`src/rtl/video_pattern_pkg.sv`:
```
// rtl/video_pattern_pkg.sv - pattern mode encodings, colour-bar table and default 640x480 timing
package video_pattern_pkg;

   typedef enum logic [1:0] {
      PAT_GRADIENT = 2'd0,
      PAT_BARS     = 2'd1,
      PAT_CHECKER  = 2'd2,
      PAT_SOLID    = 2'd3
   } pat_mode_t;

   localparam int DEF_H_ACTIVE = 640;
   localparam int DEF_H_FP     = 16;
   localparam int DEF_H_SYNC   = 96;
   localparam int DEF_H_BP     = 48;
   localparam int DEF_V_ACTIVE = 480;
   localparam int DEF_V_FP     = 10;
   localparam int DEF_V_SYNC   = 2;
   localparam int DEF_V_BP     = 33;

   // {r,g,b} full-scale flags; index 0 is the left-most bar (white), index 7 black.
   localparam logic [7:0][2:0] BAR_TABLE = {
      3'b000, 3'b001, 3'b100, 3'b101, 3'b010, 3'b011, 3'b110, 3'b111
   };

endpackage

```
`src/rtl/video_pattern_gen_if.sv`:
```
// rtl/video_pattern_gen_if.sv - registered video output bundle from the pattern source
interface video_pattern_gen_if #(
   parameter int CW = 8
);
   logic          hsync;
   logic          vsync;
   logic          de;
   logic          sof;
   logic [CW-1:0] red;
   logic [CW-1:0] green;
   logic [CW-1:0] blue;
   logic [CW-1:0] frame_cnt;

   modport master (output hsync, vsync, de, sof, red, green, blue, frame_cnt);
   modport slave  (input  hsync, vsync, de, sof, red, green, blue, frame_cnt);
endinterface

```
`src/rtl/video_timing_ctr.sv`:
```
// rtl/video_timing_ctr.sv - raster h/v counters with combinational sync/de decode and frame strobe
module video_timing_ctr
   import video_pattern_pkg::*;
#(
   parameter int H_ACTIVE = DEF_H_ACTIVE,
   parameter int H_FP     = DEF_H_FP,
   parameter int H_SYNC   = DEF_H_SYNC,
   parameter int H_BP     = DEF_H_BP,
   parameter int V_ACTIVE = DEF_V_ACTIVE,
   parameter int V_FP     = DEF_V_FP,
   parameter int V_SYNC   = DEF_V_SYNC,
   parameter int V_BP     = DEF_V_BP,
   parameter int CNT_W    = 12
) (
   input  logic             clk,
   input  logic             rst,
   output logic [CNT_W-1:0] h,
   output logic [CNT_W-1:0] v,
   output logic             de,
   output logic             hs_act,
   output logic             vs_act,
   output logic             line_end,
   output logic             frame_end
);
   localparam int H_TOTAL = H_ACTIVE + H_FP + H_SYNC + H_BP;
   localparam int V_TOTAL = V_ACTIVE + V_FP + V_SYNC + V_BP;

   always_ff @(posedge clk) begin
      if (rst) begin
         h <= '0;
         v <= '0;
      end else if (line_end) begin
         h <= '0;
         v <= frame_end ? '0 : v + 1'b1;
      end else begin
         h <= h + 1'b1;
      end
   end

   always_comb begin
      line_end  = int'(h) == H_TOTAL - 1;
      frame_end = line_end && (int'(v) == V_TOTAL - 1);
      de        = (int'(h) < H_ACTIVE) && (int'(v) < V_ACTIVE);
      hs_act    = (int'(h) >= H_ACTIVE + H_FP) && (int'(h) < H_ACTIVE + H_FP + H_SYNC);
      vs_act    = (int'(v) >= V_ACTIVE + V_FP) && (int'(v) < V_ACTIVE + V_FP + V_SYNC);
   end

endmodule

```
`src/rtl/video_pattern_gen.sv`:
```
// rtl/video_pattern_gen.sv - runtime-selectable test-pattern source with registered, aligned video outputs
module video_pattern_gen
   import video_pattern_pkg::*;
#(
   parameter int H_ACTIVE = DEF_H_ACTIVE,
   parameter int H_FP     = DEF_H_FP,
   parameter int H_SYNC   = DEF_H_SYNC,
   parameter int H_BP     = DEF_H_BP,
   parameter int V_ACTIVE = DEF_V_ACTIVE,
   parameter int V_FP     = DEF_V_FP,
   parameter int V_SYNC   = DEF_V_SYNC,
   parameter int V_BP     = DEF_V_BP,
   parameter bit HS_POL   = 1'b1,
   parameter bit VS_POL   = 1'b1,
   parameter int CW       = 8,
   parameter int CNT_W    = 12,
   parameter int CHK_LOG2 = 5
) (
   input  logic                clk,
   input  logic                rst,
   input  logic [1:0]          mode,
   input  logic [3*CW-1:0]     solid_rgb,
   video_pattern_gen_if.master vid
);
   // Narrow rasters still get a 1-pixel bar so the counter compare stays meaningful.
   localparam int BAR_W = (H_ACTIVE / 8 > 0) ? H_ACTIVE / 8 : 1;

   logic [CNT_W-1:0] h;
   logic [CNT_W-1:0] v;
   logic             de_c;
   logic             hs_act;
   logic             vs_act;
   logic             line_end;
   logic             frame_end;

   video_timing_ctr #(
      .H_ACTIVE (H_ACTIVE), .H_FP (H_FP), .H_SYNC (H_SYNC), .H_BP (H_BP),
      .V_ACTIVE (V_ACTIVE), .V_FP (V_FP), .V_SYNC (V_SYNC), .V_BP (V_BP),
      .CNT_W    (CNT_W)
   ) u_timing (
      .clk       (clk),
      .rst       (rst),
      .h         (h),
      .v         (v),
      .de        (de_c),
      .hs_act    (hs_act),
      .vs_act    (vs_act),
      .line_end  (line_end),
      .frame_end (frame_end)
   );

   pat_mode_t       mode_q;
   logic [3*CW-1:0] solid_q;
   logic [CW-1:0]   frame_q;

   always_ff @(posedge clk) begin
      if (rst) begin
         mode_q  <= PAT_GRADIENT;
         solid_q <= '0;
         frame_q <= '0;
      end else if (frame_end) begin
         mode_q  <= pat_mode_t'(mode);
         solid_q <= solid_rgb;
         frame_q <= frame_q + 1'b1;
      end
   end

   // Bar position tracks h alongside the timing counter; bar 7 absorbs the remainder pixels.
   logic [CNT_W-1:0] bar_cnt;
   logic [2:0]       bar_idx;

   always_ff @(posedge clk) begin
      if (rst || line_end) begin
         bar_cnt <= '0;
         bar_idx <= '0;
      end else if (bar_idx != 3'd7) begin
         if (int'(bar_cnt) == BAR_W - 1) begin
            bar_cnt <= '0;
            bar_idx <= bar_idx + 3'd1;
         end else begin
            bar_cnt <= bar_cnt + 1'b1;
         end
      end
   end

   logic [CW-1:0] x;
   logic [CW-1:0] y;
   logic [CW-1:0] r_c;
   logic [CW-1:0] g_c;
   logic [CW-1:0] b_c;
   logic [2:0]    bar_rgb;
   logic          chk_white;

   always_comb begin
      x         = CW'(h);
      y         = CW'(v);
      bar_rgb   = BAR_TABLE[bar_idx];
      chk_white = ~(h[CHK_LOG2] ^ v[CHK_LOG2]);
      r_c       = '0;
      g_c       = '0;
      b_c       = '0;
      if (de_c) begin
         case (mode_q)
            PAT_GRADIENT: begin
               r_c = x + frame_q;
               g_c = y + frame_q;
               b_c = x + y;
            end
            PAT_BARS: begin
               r_c = {CW{bar_rgb[2]}};
               g_c = {CW{bar_rgb[1]}};
               b_c = {CW{bar_rgb[0]}};
            end
            PAT_CHECKER: begin
               r_c = {CW{chk_white}};
               g_c = {CW{chk_white}};
               b_c = {CW{chk_white}};
            end
            default: {r_c, g_c, b_c} = solid_q;
         endcase
      end
   end

   always_ff @(posedge clk) begin
      if (rst) begin
         vid.hsync     <= ~HS_POL;
         vid.vsync     <= ~VS_POL;
         vid.de        <= 1'b0;
         vid.sof       <= 1'b0;
         vid.red       <= '0;
         vid.green     <= '0;
         vid.blue      <= '0;
         vid.frame_cnt <= '0;
      end else begin
         vid.hsync     <= hs_act ? HS_POL : ~HS_POL;
         vid.vsync     <= vs_act ? VS_POL : ~VS_POL;
         vid.de        <= de_c;
         vid.sof       <= (h == '0) && (v == '0);
         vid.red       <= r_c;
         vid.green     <= g_c;
         vid.blue      <= b_c;
         vid.frame_cnt <= frame_q;
      end
   end

endmodule
```
`src/flat_wrapper.sv`:
```
// flat-port wrapper written by rule: the top's interface ports become plain ports
module video_pattern_gen_flat import video_pattern_pkg::*;
#(
   parameter int H_ACTIVE = DEF_H_ACTIVE,
   parameter int H_FP     = DEF_H_FP,
   parameter int H_SYNC   = DEF_H_SYNC,
   parameter int H_BP     = DEF_H_BP,
   parameter int V_ACTIVE = DEF_V_ACTIVE,
   parameter int V_FP     = DEF_V_FP,
   parameter int V_SYNC   = DEF_V_SYNC,
   parameter int V_BP     = DEF_V_BP,
   parameter bit HS_POL   = 1'b1,
   parameter bit VS_POL   = 1'b1,
   parameter int CW       = 8,
   parameter int CNT_W    = 12,
   parameter int CHK_LOG2 = 5
)
  (clk, rst, mode, solid_rgb, vid_hsync, vid_vsync, vid_de, vid_sof, vid_red, vid_green, vid_blue, vid_frame_cnt);
  video_pattern_gen_if #(.CW(CW)) vid_i ();
  input  logic clk;
  input  logic rst;
  input  logic [1:0] mode;
  input  logic [3*CW-1:0] solid_rgb;
  output wire logic [$bits(vid_i.hsync)-1:0] vid_hsync;
  output wire logic [$bits(vid_i.vsync)-1:0] vid_vsync;
  output wire logic [$bits(vid_i.de)-1:0] vid_de;
  output wire logic [$bits(vid_i.sof)-1:0] vid_sof;
  output wire logic [$bits(vid_i.red)-1:0] vid_red;
  output wire logic [$bits(vid_i.green)-1:0] vid_green;
  output wire logic [$bits(vid_i.blue)-1:0] vid_blue;
  output wire logic [$bits(vid_i.frame_cnt)-1:0] vid_frame_cnt;
  assign vid_hsync = vid_i.hsync;
  assign vid_vsync = vid_i.vsync;
  assign vid_de = vid_i.de;
  assign vid_sof = vid_i.sof;
  assign vid_red = vid_i.red;
  assign vid_green = vid_i.green;
  assign vid_blue = vid_i.blue;
  assign vid_frame_cnt = vid_i.frame_cnt;
  video_pattern_gen #(.H_ACTIVE(H_ACTIVE), .H_FP(H_FP), .H_SYNC(H_SYNC), .H_BP(H_BP), .V_ACTIVE(V_ACTIVE), .V_FP(V_FP), .V_SYNC(V_SYNC), .V_BP(V_BP), .HS_POL(HS_POL), .VS_POL(VS_POL), .CW(CW), .CNT_W(CNT_W), .CHK_LOG2(CHK_LOG2)) u_core (.clk(clk), .rst(rst), .mode(mode), .solid_rgb(solid_rgb), .vid(vid_i));
endmodule
```
`config.mk`:
```
export PLATFORM = sky130hd
export DESIGN_NAME = video_pattern_gen_flat
export DESIGN_NICKNAME = d
export VERILOG_FILES = /design/src/rtl/video_pattern_pkg.sv /design/src/rtl/video_pattern_gen_if.sv /design/src/rtl/video_timing_ctr.sv /design/src/rtl/video_pattern_gen.sv /design/src/flat_wrapper.sv
export SDC_FILE = /design/constraint.sdc
export NUM_CORES = 1
export LEC_CHECK = 0
export ABC_AREA = 0
export BUFFER_PORTS_ARGS = -buffer_cell sky130_fd_sc_hd__buf_2
export CAP_MARGIN = 0
export CORE_ASPECT_RATIO = 1.75
export CORE_MARGIN = 10
export CORE_UTILIZATION = 53
export CTS_CLUSTER_SIZE = 28
export DETAILED_ROUTE_END_ITERATION = 6
export PLACE_DENSITY = 0.76
export SYNTH_ARGS = -nofsm -noshare
export SYNTH_HDL_FRONTEND = slang
export SYNTH_HIERARCHICAL = 1
export SYNTH_SLANG_ARGS = --single-unit
```
`constraint.sdc`:
```
create_clock -name clk -period 2.55 [get_ports clk]
set_input_delay 0.51 -clock clk [delete_from_list [all_inputs] [get_ports clk]]
set_output_delay 0.51 -clock clk [all_outputs]
set_load 0.005 [all_outputs]
```
-- After elaboration in Yosys (flattened, before gate mapping)
Memory sizes are Yosys's and may differ from the RTL's. A register that Yosys moved wholly into a read port is not among the register bits.
Index checks and enable logic that the tools add are counted.
- bits in read-only memories: 24
- flip-flop bits (word level): 109
- input bits: 28
- memories kept: 1
- output and inout bits: 36
- logic and storage cells: 62
- memory list (memory ; words ; width ; rd ports ; clocked after Yosys merged registers in ; wr ports ; RTL line ; source):
    (no name shown) ; 8 ; 3 ; 1 ; 1 ; 0 ; video_pattern_gen.sv:97 ; bar_rgb = BAR_TABLE[bar_idx];
- add/sub/neg operators: 8
- eq/ne operators: 6
- multiplexer cells: 10
- bitwise gates (word level): 3
- order comparisons: 7
- reductions and logical operators: 12
- operator list (cell ; count):
    $pmux W8 S3 ; 3
    $add A12 B1 Y12 const B ; 3
    $add A8 B8 Y8 ; 3
    $eq A12 B11 Y1 const B ; 2
    $logic_not A12 Y1 ; 2
    $lt A12 B10 Y1 const B ; 2
    $lt A12 B9 Y1 const B ; 2
    $mux W12 ; 2
    $eq A12 B8 Y1 const B ; 1
    $ge A12 B10 Y1 const B ; 1
    $ge A12 B9 Y1 const B ; 1
    $mux W3 ; 3
    $add A8 B1 Y8 const B ; 1
    $logic_and A1 B1 Y1 ; 5
    $lt A3 B4 Y1 const B ; 1
    $reduce_or A2 Y1 ; 2
    $add A3 B1 Y3 const B ; 1
    $ne A3 B3 Y1 const B ; 1
    $eq A2 B1 Y1 const B ; 1
    $eq A2 B2 Y1 const B ; 1
    $logic_not A2 Y1 ; 1
    $mux W1 ; 2
    $not A1 Y1 ; 2
    $reduce_and A2 Y1 ; 1
    other kinds (2) ; 2

-- Logic depth before layout (Yosys ltp)
Gate-level depths: netlist of run 1.
- word-level depth: 4
- gate-level depth with buffers: 11
- mapped depth without buffers: 9

-- By module
Netlist of run 1, hierarchy kept.
- modules (own cells, without submodules) (module ; cells each ; sequential area each (µm²) ; area each (µm²) ; instances):
    video_pattern_gen ; 484 ; 1761.7 ; 4376.7 ; 1
    video_timing_ctr ; 147 ; 480.5 ; 1211.2 ; 1

-- Worst setup path after synthesis of run 1
OpenSTA, ideal clock, no wires.
- path kind: register to register
- start point: register u_core.u_timing.h[1]
- end point: register u_core.frame_q[7]
- stages on the path, launching flop included: 11
- setup slack: -0.099 ns
- arrival time: 2.578 ns
- clock period less this slack: 2.649 ns
- path buffers: 3
- data required time: 2.479 ns
- setup time: 0.071 ns
- path through: dfxtp_1 > ha_1 > nand3_1 > or4_1 > clkbuf_2 > clkbuf_1 > nor2_1 > clkbuf_1 > nand4_1 > or3_1 > a21oi_1
- word-level cells in the longest chain between the ends: 2
- ends and longest elaborated chain (element ; RTL line ; source):
    from (decl) ; video_timing_ctr.sv:17 ; output logic [CNT_W-1:0] h,
    from (signal assigned) ; video_timing_ctr.sv:36 ; h <= h + 1'b1;
    $eq A12 B11 Y1 ; video_timing_ctr.sv:41 ; line_end = int'(h) == H_TOTAL - 1;
    $logic_and A1 B1 Y1 ; video_timing_ctr.sv:42 ; frame_end = line_end && (int'(v) == V_TOTAL - 1);
    named net u_core.frame_end ; video_pattern_gen.sv:34 ; logic frame_end;
    to (signal assigned) ; video_pattern_gen.sv:64 ; frame_q <= frame_q + 1'b1;
    to (decl) ; video_pattern_gen.sv:54 ; logic [CW-1:0] frame_q;
The timed path passes the listed nets, and every way through them passes these cells.
A chain may end at the register's enable or synchronous reset.

-- Worst setup path in the final report of run 1
- start point: register u_core.u_timing.h[10]
- end point: register u_core.u_timing.v[11]
- word-level cells in the longest chain between the ends: 3
- ends and longest elaborated chain (element ; RTL line ; source):
    $eq A12 B11 Y1 * ; video_timing_ctr.sv:41 ;
    $logic_and A1 B1 Y1 ; video_timing_ctr.sv:42 ;
    $mux W12 ; video_timing_ctr.sv:34 ; v <= frame_end ? '0 : v + 1'b1;
    to (signal assigned) ; video_timing_ctr.sv:34 ;
    to (decl) ; video_timing_ctr.sv:18 ; output logic [CNT_W-1:0] v,
Every way passes the cells marked *; elsewhere a longest branch is shown, timed or not.

==> metrics.md, run 1 <==
| Metric | Value |
|---|---|
| Status | finished, final reports clean |
| Share of total power in sequential cells | roughly 52% |
| Syn-to-layout area delta | 14.9% |
| Primary FF master, synth | dfxtp_1 |
| Final worst-path cycle share | roughly nine tenths |
| Iteration-0 DRC Markers | 240 |
| Chip width | between 90 and 100 um |
| Fin crit period | 2.33 ns |
| Clock skew | 0.00978 ns |
| Max_cap viols | 0 |
| Clock power share | around 43% |
| Worst r2r src | u_core/u_timing/h[10] |
| Synth Warn # | 6 |
| CTS resizes | 0 |
| Setup Viol. Count Final | 0 |
| Routed WL per cell | about 17 um |
| Cells after Synth | around 630 |
| Clock Path Buffers | 2 |
| Die H | between 150 and 200 um |
| First-pass GRT wire length | 23.4 mm |
| Max Freq | 430 MHz |
| Synth top area cells | dfxtp_1 (40%), ha_1 (6.5%), mux2i_1 (6.3%), nor2_1 (5.7%), xor2_1 (3.6%) |
| Root Driver | clkbuf_16 |
| Post-synthesis sequential area ratio | between 40% and 50% |
| Number of port buffers | 63 |
| Worst r2r path cells | 5 |
| Min-Delay Path Class | primary input to flip-flop |
| P_leak | 2.67 nW |
| Core area | 0.0103 mm2 |
| Layout net count | 756 |
| Row cnt | 49 |
| Number of synthesized flops with an enable pin | 0 |
| Worst-path fanout max | 24 |
| Clk sinks | 112 |
| Post-Syn Area per Cell | 8.86 um2 |
| Final wirelength | 14.0 mm |
| Seq cells post-synth | between 100 and 150 |
| Reg clk slew, reported paths | 0.07 ns |
| Fin. Hold Viols | 0 |
| Worst R2R End | u_core/u_timing/v[11] |
| Setup bufs post-CTS | 0 |
| CP endpoint kind | flip-flop |
| Worst slew pin tran | between 0.6 and 0.7 ns |
| RSZ-0062 raised after global routing | false |
| Mapped Nets | between 600 and 700 |
| Pwr Density | 530 mW/mm2 |
| Grt ovf | 0 |
| Drt first pass iters | 6 |
| Total track usage | between 15 and 20% |
| Cell area after synthesis | 0.00559 mm2 |
| Slew margin rel. | 59.7% |
| Die area | 0.0152 mm2 |
| Most frequent cells in the layout | dfxtp_1 (110), nor2_1 (84), buf_2 (63) |
| CTS Buf Count | 9 |
| Post-DP HPWL | 10.5 mm |
| Net Sw Frac | 22.4% |
| Final estimated routing congestion in global placement | about 0.93 |
| Top cell type by total area after synthesis | dfxtp_1 |
| NetSw | 0.000763 W |
| Yosys cell types | 61 |
| Clock Latency Late Sink | about 0.35 ns |
| Setup crit end | u_core/u_timing/v[11] |
| Top cell type's share of synthesized area | 40.1% |
| TritonCTS clock tree | built |
| CP startpoint | u_core/u_timing/h[10] |
| Kind of critical path | flip-flop to flip-flop |
| DRC violations left | 0 |
| Crit path DAT | around 2.6 ns |
| Reg2Reg Setup Slack | 0.22 ns |
| Largest net degree at the start of global routing | 42 |
| CTS H-Tree Depth | 3 |
| Antenna cells | 0 |
| Ratio of cells with drive above 1 in the final layout | 16.7% |
| Post-DRT Antenna Nets | 0 |
| Via count | 4,834 |
| Peak VDD IR | 0.000436 V |
| Required time of the critical path | 2.83 ns |
| Number of global-route vias before repair | 4,818 |
| Commonest non-fill, non-tap cell in the layout | dfxtp_1 |
| Ys async rst share | 0% |
| Comb pwr share | 4.6% |
| Slew Viols, Final | 0 |
| Total power | 0.00340 W |
| Vias per cell | 5.84 |
| Post-cts hold buffer count | 0 |
| P_int | 0.00264 W |
| Starting Density | 54.3% |
| Setup tns final | 0 ns |
| Antenna violations before repair | 0 |
| Crit start category | flip-flop |
| Num ports | 64 |
[worst min path at each step]
stage	from	to	slack [ns]	cells past startpoint
final	solid_rgb[11]	u_core/solid_q[11]	0.39	3
after global routing	solid_rgb[22]	u_core/solid_q[22]	0.40	3
after CTS	solid_rgb[15]	u_core/solid_q[15]	0.38	3
after detailed placement	u_core/u_timing/h[0]	u_core/u_timing/h[0]	0.48	1
after global placement	u_core/solid_q[2]	u_core/solid_q[2]	0.47	2
after floorplan	u_core/solid_q[8]	u_core/solid_q[8]	0.45	2
[flip-flops by register name, indices dropped and copies added, names as in the netlist]
| register | flops |
|---|---|
| u_core/bar_cnt | 12 |
| u_core/bar_rgb | 3 |
| u_core/vid.hsync | 1 |
| u_core/vid.frame_cnt | 8 |
| u_core/vid.red | 8 |
| u_core/bar_idx | 3 |
| u_core/u_timing/v | 12 |
| u_core/vid.blue | 8 |
| u_core/solid_q | 24 |
| u_core/vid.de | 1 |
| u_core/u_timing/h | 12 |
| u_core/vid.green | 8 |
| u_core/vid.vsync | 1 |
| u_core/mode_q | 2 |
| u_core/frame_q | 8 |
| u_core/vid.sof | 1 |
[power by group through the flow]
stage	logic (W)	registers (W)	clock network [W]
2_1_floorplan	0.0000866	0.00182	0
3_3_place_gp	0.000152	0.00182	0
3_5_place_dp	0.000156	0.00182	0
4_1_cts	0.000158	0.00178	0.00149
5_1_grt	0.000176	0.00178	0.00155
6_report	0.000157	0.00178	0.00146
[cells in the mapped netlist (13+ instances only)]
cell and n:
ha_1 29, o21ai_0 38, dfxtp_1 112, nand3_1 15
xnor2_1 15, clkbuf_1 13, nand2_1 38, nor2_1 85
mux2i_1 35, a21oi_1 39, inv_1 16, xor2_1 23
[layer usage]
layer,up-vias,routed length (um),global-route usage (%)
li1,2376,-,-
met1,2279,5440,18.7
met2,146,7440,34.6
met3,33,692,3.55
met4,0,457,8.76
met5,-,0,0
[cell type report]
class	instances	area, um2
Fill cell	877	3880
Multi-Input combinational cell	473	3160
Sequential cell	112	2240
Timing Repair Buffer	84	485
Clock buffer	10	239
Tap cell	127	159
Clock inverter	6	75.1
Inverter	16	60.1
[kinds of logic after synthesis]
| logic type | after synthesis | synth area share [%] |
|---|---|---|
| multiplexers | 35 | 6.27 |
| flip-flops | 112 | 40.1 |
| adder cells (fa/ha/maj) | 32 | 7.57 |
| buffers and inverters | 46 | 3.49 |
| AND/OR/NAND/NOR | 241 | 22.3 |
| XOR/XNOR | 38 | 5.96 |
| AO/OA/AOI/OAI | 127 | 14.2 |
[metrics by stage]
step	hold slack (ns)	cells	cell area [um2]	setup slack (ns)	utilization, %
floorplan	0.451	631	5590	0.0000695	-
global placement	0.472	812	6110	0.278	59.3
detailed placement	0.479	812	6110	0.233	59.3
CTS	0.384	828	6420	0.223	62.3
global route	0.398	828	6420	0.0786	62.3
finish	0.393	828	6420	0.224	62.3
[worst max-delay path: stages, from the launching register on]
cell and delay [ns]:
dfxtp_1 0.35, or4_1 0.50, or4_1 0.49, buf_4 0.24
or4_1 0.51, a21oi_1 0.16
Power figures use the tool's default switching activity.
==> inputs of run 2 (changes only) <==
- CORE_ASPECT_RATIO: 1.75 -> unset
==> run 2 against run 1 <==
Compared with the run above: final cell count rose by 1.3%; clock skew rose by 0.0072 ns; cell area decreased by 1.4%; setup slack lost 0.038 ns; critical path type unchanged; critical endpoint is now u_core/bar_cnt[5]; largest power group unchanged.
==> metrics.md, run 2 (synthesis results as in run 1) <==
| Metric | Value |
|---|---|
| Syn-to-layout area delta | 13.3% (was 14.9%) |
| Worst-path fanout max | 24 (unchanged) |
| Clock skew | 0.0170 ns (was 0.00978 ns) |
| Biggest register | u_core/solid_q (unchanged) |
| Max_cap viols | 0 (unchanged) |
| Post-DP HPWL | 10.3 mm (was 10.5 mm) |
| Worst slew pin tran | 0.596 ns (was 0.603 ns) |
| Antenna violations before repair | 0 (unchanged) |
| Clock Latency Late Sink | 0.37 ns (was 0.35 ns) |
| Num ports | 64 (unchanged) |
| CP endpoint kind | flip-flop (unchanged) |
| Max reg flops | 24 (unchanged) |
| Post-cts hold buffer count | 0 (unchanged) |
| Die H | 123 um (was 156 um) |
| Setup crit end | u_core/bar_cnt[5] (was u_core/u_timing/v[11]) |
| DRC violations left | 0 (unchanged) |
| Routed WL per cell | 17.0 um (was 16.9 um) |
| Min-Delay Path Class | primary input to flip-flop (unchanged) |
| Clk sinks | 112 (unchanged) |
| Setup Viol. Count Final | 0 (unchanged) |
| CTS H-Tree Depth | 3 (unchanged) |
| Crit path DAT | 2.61 ns (about the same) |
| Starting Density | 54.4% (was 54.3%) |
| Worst r2r src | u_core/u_timing/h[0] (was u_core/u_timing/h[10]) |
| Worst R2R End | u_core/bar_cnt[5] (was u_core/u_timing/v[11]) |
| CTS resizes | 0 (unchanged) |
| Reg clk slew, reported paths | 0.12 ns (was 0.07 ns) |
| Reg2Reg Setup Slack | 0.19 ns (was 0.22 ns) |
| Kind of critical path | flip-flop to flip-flop (unchanged) |
| Most frequent cells in the layout | dfxtp_1 (110), nor2_1 (84), buf_2 (63) (unchanged) |
| Required time of the critical path | 2.79 ns (was 2.83 ns) |
| Root Driver | clkbuf_8 (was clkbuf_16) |
| Fill cells | 922 (was 877) |
| Fin. Hold Viols | 0 (unchanged) |
| Core area | 0.0103 mm2 (about the same) |
| Via count | 4,861 (was 4,834) |
| Setup bufs post-CTS | 0 (unchanged) |
| Slew margin rel. | 60.2% (was 59.7%) |
| Layout net count | 758 (was 756) |
| CTS Buf Count | 9 (unchanged) |
| Row cnt | 37 (was 49) |
| Drt first pass iters | 5 (was 6) |
| Crit start category | flip-flop (unchanged) |
| P_leak | 2.64 nW (was 2.67 nW) |
| Total track usage | 18.7% (was 18.3%) |
| Ratio of cells with drive above 1 in the final layout | 16.9% (was 16.7%) |
| Setup tns final | 0 ns (unchanged) |
| Die area | 0.0151 mm2 (was 0.0152 mm2) |
| Vias per cell | 5.79 (was 5.84) |
| Total power | 0.00304 W (was 0.00340 W) |
| First-pass GRT wire length | 23.1 mm (was 23.4 mm) |
| Final wirelength | 14.2 mm (was 14.0 mm) |
| Chip width | 123 um (was 97.6 um) |
| Final estimated routing congestion in global placement | 0.940 (was 0.930) |
| Pwr Density | 480 mW/mm2 (was 530 mW/mm2) |
| Antenna cells | 0 (unchanged) |
| Final worst-path cycle share | 92.7% (was 91.2%) |
| Largest net degree at the start of global routing | 56 (was 42) |
| Iteration-0 DRC Markers | 427 (was 240) |
| Slew Viols, Final | 0 (unchanged) |
| Number of port buffers | 63 (unchanged) |
| Worst r2r path cells | 8 (was 5) |
| Status | finished, final reports clean (unchanged) |
| Commonest non-fill, non-tap cell in the layout | dfxtp_1 (unchanged) |
| RSZ-0062 raised after global routing | false (unchanged) |
| Fin crit period | 2.36 ns (was 2.33 ns) |
| Number of global-route vias before repair | 4,732 (was 4,818) |
| Clock Path Buffers | 2 (unchanged) |
| CP startpoint | u_core/u_timing/h[0] (was u_core/u_timing/h[10]) |
| Post-DRT Antenna Nets | 0 (unchanged) |
| Grt ovf | 0 (unchanged) |
| TritonCTS clock tree | built (unchanged) |
| Max Freq | 423 MHz (was 430 MHz) |
| Peak VDD IR | 0.000265 V (was 0.000436 V) |
## run 2: routing by layer
layer | share of wire [%] | up-vias | track usage, %
met5 | 0 | - | 0
met4 | 2.4 | 0 | 7.14
met3 | 6.5 | 25 | 3.21
met2 | 48 | 170 | 31.0
met1 | 43 | 2296 | 23.9
li1 | - | 2370 | -
## run 2: report_power, final
| group | internal, W | total [W] | switching [W] |
|---|---|---|---|
| clock network | 0.000467 | 0.00110 | 0.000636 |
| registers | 0.00177 | 0.00178 | 0.0000109 |
| logic | 0.0000697 | 0.000161 | 0.0000912 |
## run 2: worst max-delay path, cell delays in order (launching register included)
cell	delay, ns
dfxtp_2	0.41
ha_1	0.21
nand3_1	0.10
or4_1	0.61
buf_4	0.25
inv_1	0.11
nor2_1	0.09
nand2_1	0.35
nor2_1	0.10
## run 2: worst min path at each step
stage	slack [ns]	endpoint	depth (start not counted)	start
2_1_floorplan	0.45	u_core/solid_q[8]	2	u_core/solid_q[8]
3_3_place_gp	0.47	u_core/u_timing/h[0]	1	u_core/u_timing/h[0]
3_5_place_dp	0.48	u_core/solid_q[2]	2	u_core/solid_q[2]
4_1_cts	0.34	u_core/solid_q[9]	3	solid_rgb[9]
5_1_grt	0.36	u_core/solid_q[8]	3	solid_rgb[8]
6_report	0.36	u_core/solid_q[9]	3	solid_rgb[9]
## run 2: final cells by class
type                            instances  area, um2  share of cell area [%]
Timing Repair Buffer                   86        500                    7.90
Clock buffer                            9        124                    1.96
Inverter                               16       60.1                   0.948
Sequential cell                       112       2240                    35.4
Multi-Input combinational cell        473       3160                    49.9
Tap cell                              136        170                    2.69
Clock inverter                          7       75.1                    1.19
## run 2: metrics by stage
stage               instances  setup slack [ns]  hold slack, ns  utilization (%)  instance area, um2
finish                    839             0.186           0.363             61.6                6330
global placement          823             0.317           0.468             59.7                6130
global route              839            0.0623           0.360             61.6                6330
detailed placement        823             0.268           0.478             59.7                6130
floorplan                 631         0.0000695           0.451                -                5590
CTS                       839             0.216           0.343             61.6                6330
==> inputs of run 3 (changes only) <==
- PLACE_DENSITY: 0.76 -> 0.74
==> run 3 against run 2 <==
Compared with the run above: register-to-register slack worse by 0.04 ns; setup slack worse by 0.043 ns; first-iteration DRC count down 1.4%; fmax down 1.8%; critical path type unchanged.
==> metrics.md, run 3 (synthesis results as in run 1) <==
| Metric | Value |
|---|---|
| Status | finished, final reports clean (unchanged) |
| Bufs and invs on worst path | 0 (was 2) |
| Fill cells | 906 (was 922) |
| CTS H-Tree Depth | 3 (unchanged) |
| Pwr Density | 472 mW/mm2 (was 480 mW/mm2) |
| Crit path DAT | 2.75 ns (was 2.61 ns) |
| CP endpoint kind | flip-flop (unchanged) |
| Number of global-route vias before repair | 4,730 (was 4,732) |
| Vias per cell | 5.82 (was 5.79) |
| Final estimated routing congestion in global placement | 0.855 (was 0.940) |
| Fin crit period | 2.41 ns (was 2.36 ns) |
| Setup tns final | 0 ns (unchanged) |
| Worst slew pin tran | 0.629 ns (was 0.596 ns) |
| Grt ovf | 0 (unchanged) |
| Worst Hold Depth | 3 (unchanged) |
| Clock skew | 0.0130 ns (was 0.0170 ns) |
| Core area | 0.0103 mm2 (unchanged) |
| Worst r2r path cells | 6 (was 8) |
| TritonCTS clock tree | built (unchanged) |
| Iteration-0 DRC Markers | 421 (was 427) |
| Worst-path fanout max | 6 (was 24) |
| Design area | 0.00628 mm2 (was 0.00633 mm2) |
| Starting Density | 54.4% (unchanged) |
| Die area | 0.0151 mm2 (unchanged) |
| Setup Viol. Count Final | 0 (unchanged) |
| Required time of the critical path | 2.89 ns (was 2.79 ns) |
| Kind of critical path | flip-flop to flip-flop (unchanged) |
| Max reg flops | 24 (unchanged) |
| Slew margin rel. | 58.0% (was 60.2%) |
| Worst hold endpoint | u_core/solid_q[11] (was u_core/solid_q[9]) |
| Crit-path most repeated cell | or4_1 (was nor2_1) |
| CP max stage cell | or4_1 (unchanged) |
| First-pass GRT wire length | 23.7 mm (was 23.1 mm) |
| Routed WL per cell | 17.1 um (was 17.0 um) |
| Most frequent cells in the layout | dfxtp_1 (110), nor2_1 (84), buf_2 (63) (unchanged) |
| Max_cap viols | 0 (unchanged) |
| Max Freq | 415 MHz (was 423 MHz) |
| P_leak | 2.60 nW (was 2.64 nW) |
| Worst R2R End | u_core/frame_q[7] (was u_core/bar_cnt[5]) |
| Final worst-path cycle share | 94.4% (was 92.7%) |
| Total track usage | 19.6% (was 18.7%) |
| Post-DRT Antenna Nets | 0 (unchanged) |
| CTS Buf Count | 9 (unchanged) |
| Reg clk slew, reported paths | 0.11 ns (was 0.12 ns) |
| Crit start category | flip-flop (unchanged) |
| Clock Path Buffers | 2 (unchanged) |
| Layout net count | 753 (was 758) |
| Antenna violations before repair | 0 (unchanged) |
| Reg2Reg Setup Slack | 0.14 ns (was 0.19 ns) |
| Clk sinks | 112 (unchanged) |
| Chip width | 123 um (unchanged) |
| RSZ-0062 raised after global routing | false (unchanged) |
| Final wirelength | 14.2 mm (about the same) |
| Delay-heaviest family, CP | simple AND/OR/NAND/NOR gates (unchanged) |
| Setup bufs post-CTS | 0 (unchanged) |
| Ratio of cells with drive above 1 in the final layout | 16.3% (was 16.9%) |
| Num ports | 64 (unchanged) |
| Root Driver | clkbuf_8 (unchanged) |
| Fin. Hold Viols | 0 (unchanged) |
| Core Util, Final | 61.1% (was 61.6%) |
| CP peak stage delay | 0.53 ns (was 0.61 ns) |
| Drt first pass iters | 5 (unchanged) |
| Die H | 123 um (unchanged) |
| Antenna cells | 0 (unchanged) |
| Peak VDD IR | 0.000499 V (was 0.000265 V) |
| Commonest non-fill, non-tap cell in the layout | dfxtp_1 (unchanged) |
| Largest net degree at the start of global routing | 26 (was 56) |
| Clock Latency Late Sink | 0.40 ns (was 0.37 ns) |
| CP Depth | 6 (was 8) |
| Ordered cell list for the critical path | or4_1 -> or4_1 -> nor2_4 -> nand4_1 -> or3_1 -> a21oi_1 (was ha_1 -> nand3_1 -> or4_1 -> buf_4 -> inv_1 -> nor2_1 -> nand2_1 -> nor2_1) |
| DRC violations left | 0 (unchanged) |
| Dpl ws | 0.196 ns (was 0.268 ns) |
| Placed cell area | 0.00610 mm2 (was 0.00613 mm2) |
| Slew Viols, Final | 0 (unchanged) |
| Smallest hold slack | 0.343 ns (was 0.363 ns) |
| HP Start | solid_rgb[11] (was solid_rgb[9]) |
| Row cnt | 37 (unchanged) |
| Biggest register | u_core/solid_q (unchanged) |
| Min-Delay Path Class | primary input to flip-flop (unchanged) |
| Via count | 4,850 (was 4,861) |
| Worst r2r src | u_core/u_timing/h[10] (was u_core/u_timing/h[0]) |
| Syn-to-layout area delta | 12.4% (was 13.3%) |
| Number of port buffers | 63 (unchanged) |
| Setup slack after layout | 0.143 ns (was 0.186 ns) |
| Post-DP HPWL | 10.4 mm (was 10.3 mm) |
-- run 3: cell types whose count changed in the layout (fill, tap and decap cells not counted), sizes merged --
cell	before	now
clkinvlp	0	2
buf	86	81
bufinv	1	0
clkinv	2	1
-- run 3: worst reg2reg max path: stages (launching register included) --
cell and delay, ns:
dfxtp_1 0.38, or4_1 0.53, or4_1 0.52, nor2_4 0.20, nand4_1 0.19, or3_1 0.40, a21oi_1 0.15
-- run 3: how the worst max path moves through the flow --
stage	start	to	slack, ns
after floorplan	u_core/u_timing/h[1]	u_core/frame_q[7]	0.00007
after global routing	u_core/u_timing/h[10]	u_core/frame_q[7]	0.03
final	u_core/u_timing/h[10]	u_core/frame_q[7]	0.14
after detailed placement	u_core/u_timing/h[10]	u_core/frame_q[7]	0.20
after CTS	u_core/u_timing/h[10]	u_core/frame_q[7]	0.17
after global placement	u_core/u_timing/h[10]	u_core/u_timing/v[8]	0.25
-- run 3: per-layer routing --
metal	vias up	GRT usage (%)	part of all wire, %
met5	-	0	0
met1	2317	25.3	45
met4	0	8.32	2.1
met2	144	31.0	47
li1	2363	-	-
met3	26	4.09	6.0
-- run 3: repair_timing --
action	CTS	global route
hold buffers	0	0
endpoints found under the setup margin	0	4
resized for setup	0	1
-- run 3: per-stage QoR --
stage / total power, W / instances
2_1_floorplan: 0.00191 / 631
3_3_place_gp: 0.00197 / 818
3_5_place_dp: 0.00198 / 818
4_1_cts: 0.00299 / 834
5_1_grt: 0.00308 / 834
6_report: 0.00297 / 834
-- run 3: where the power goes --
part | total [W] | switching (W) | internal [W]
logic | 0.000151 | 0.0000847 | 0.0000666
clock network | 0.00103 | 0.000656 | 0.000374
registers | 0.00178 | 0.0000167 | 0.00177
total | 0.00297 | 0.000757 | 0.00221
-- run 3: area by class of cell --
cell class,instances,area (um2),area share [%]
multi-input cells,473,3160,50.3
flip-flops and latches,112,2250,35.8
repair buffers,81,463,7.37
well taps,136,170,2.71
clock buffers,9,124,1.97
clock inverters,7,61.3,0.976
inverters,16,60.1,0.956
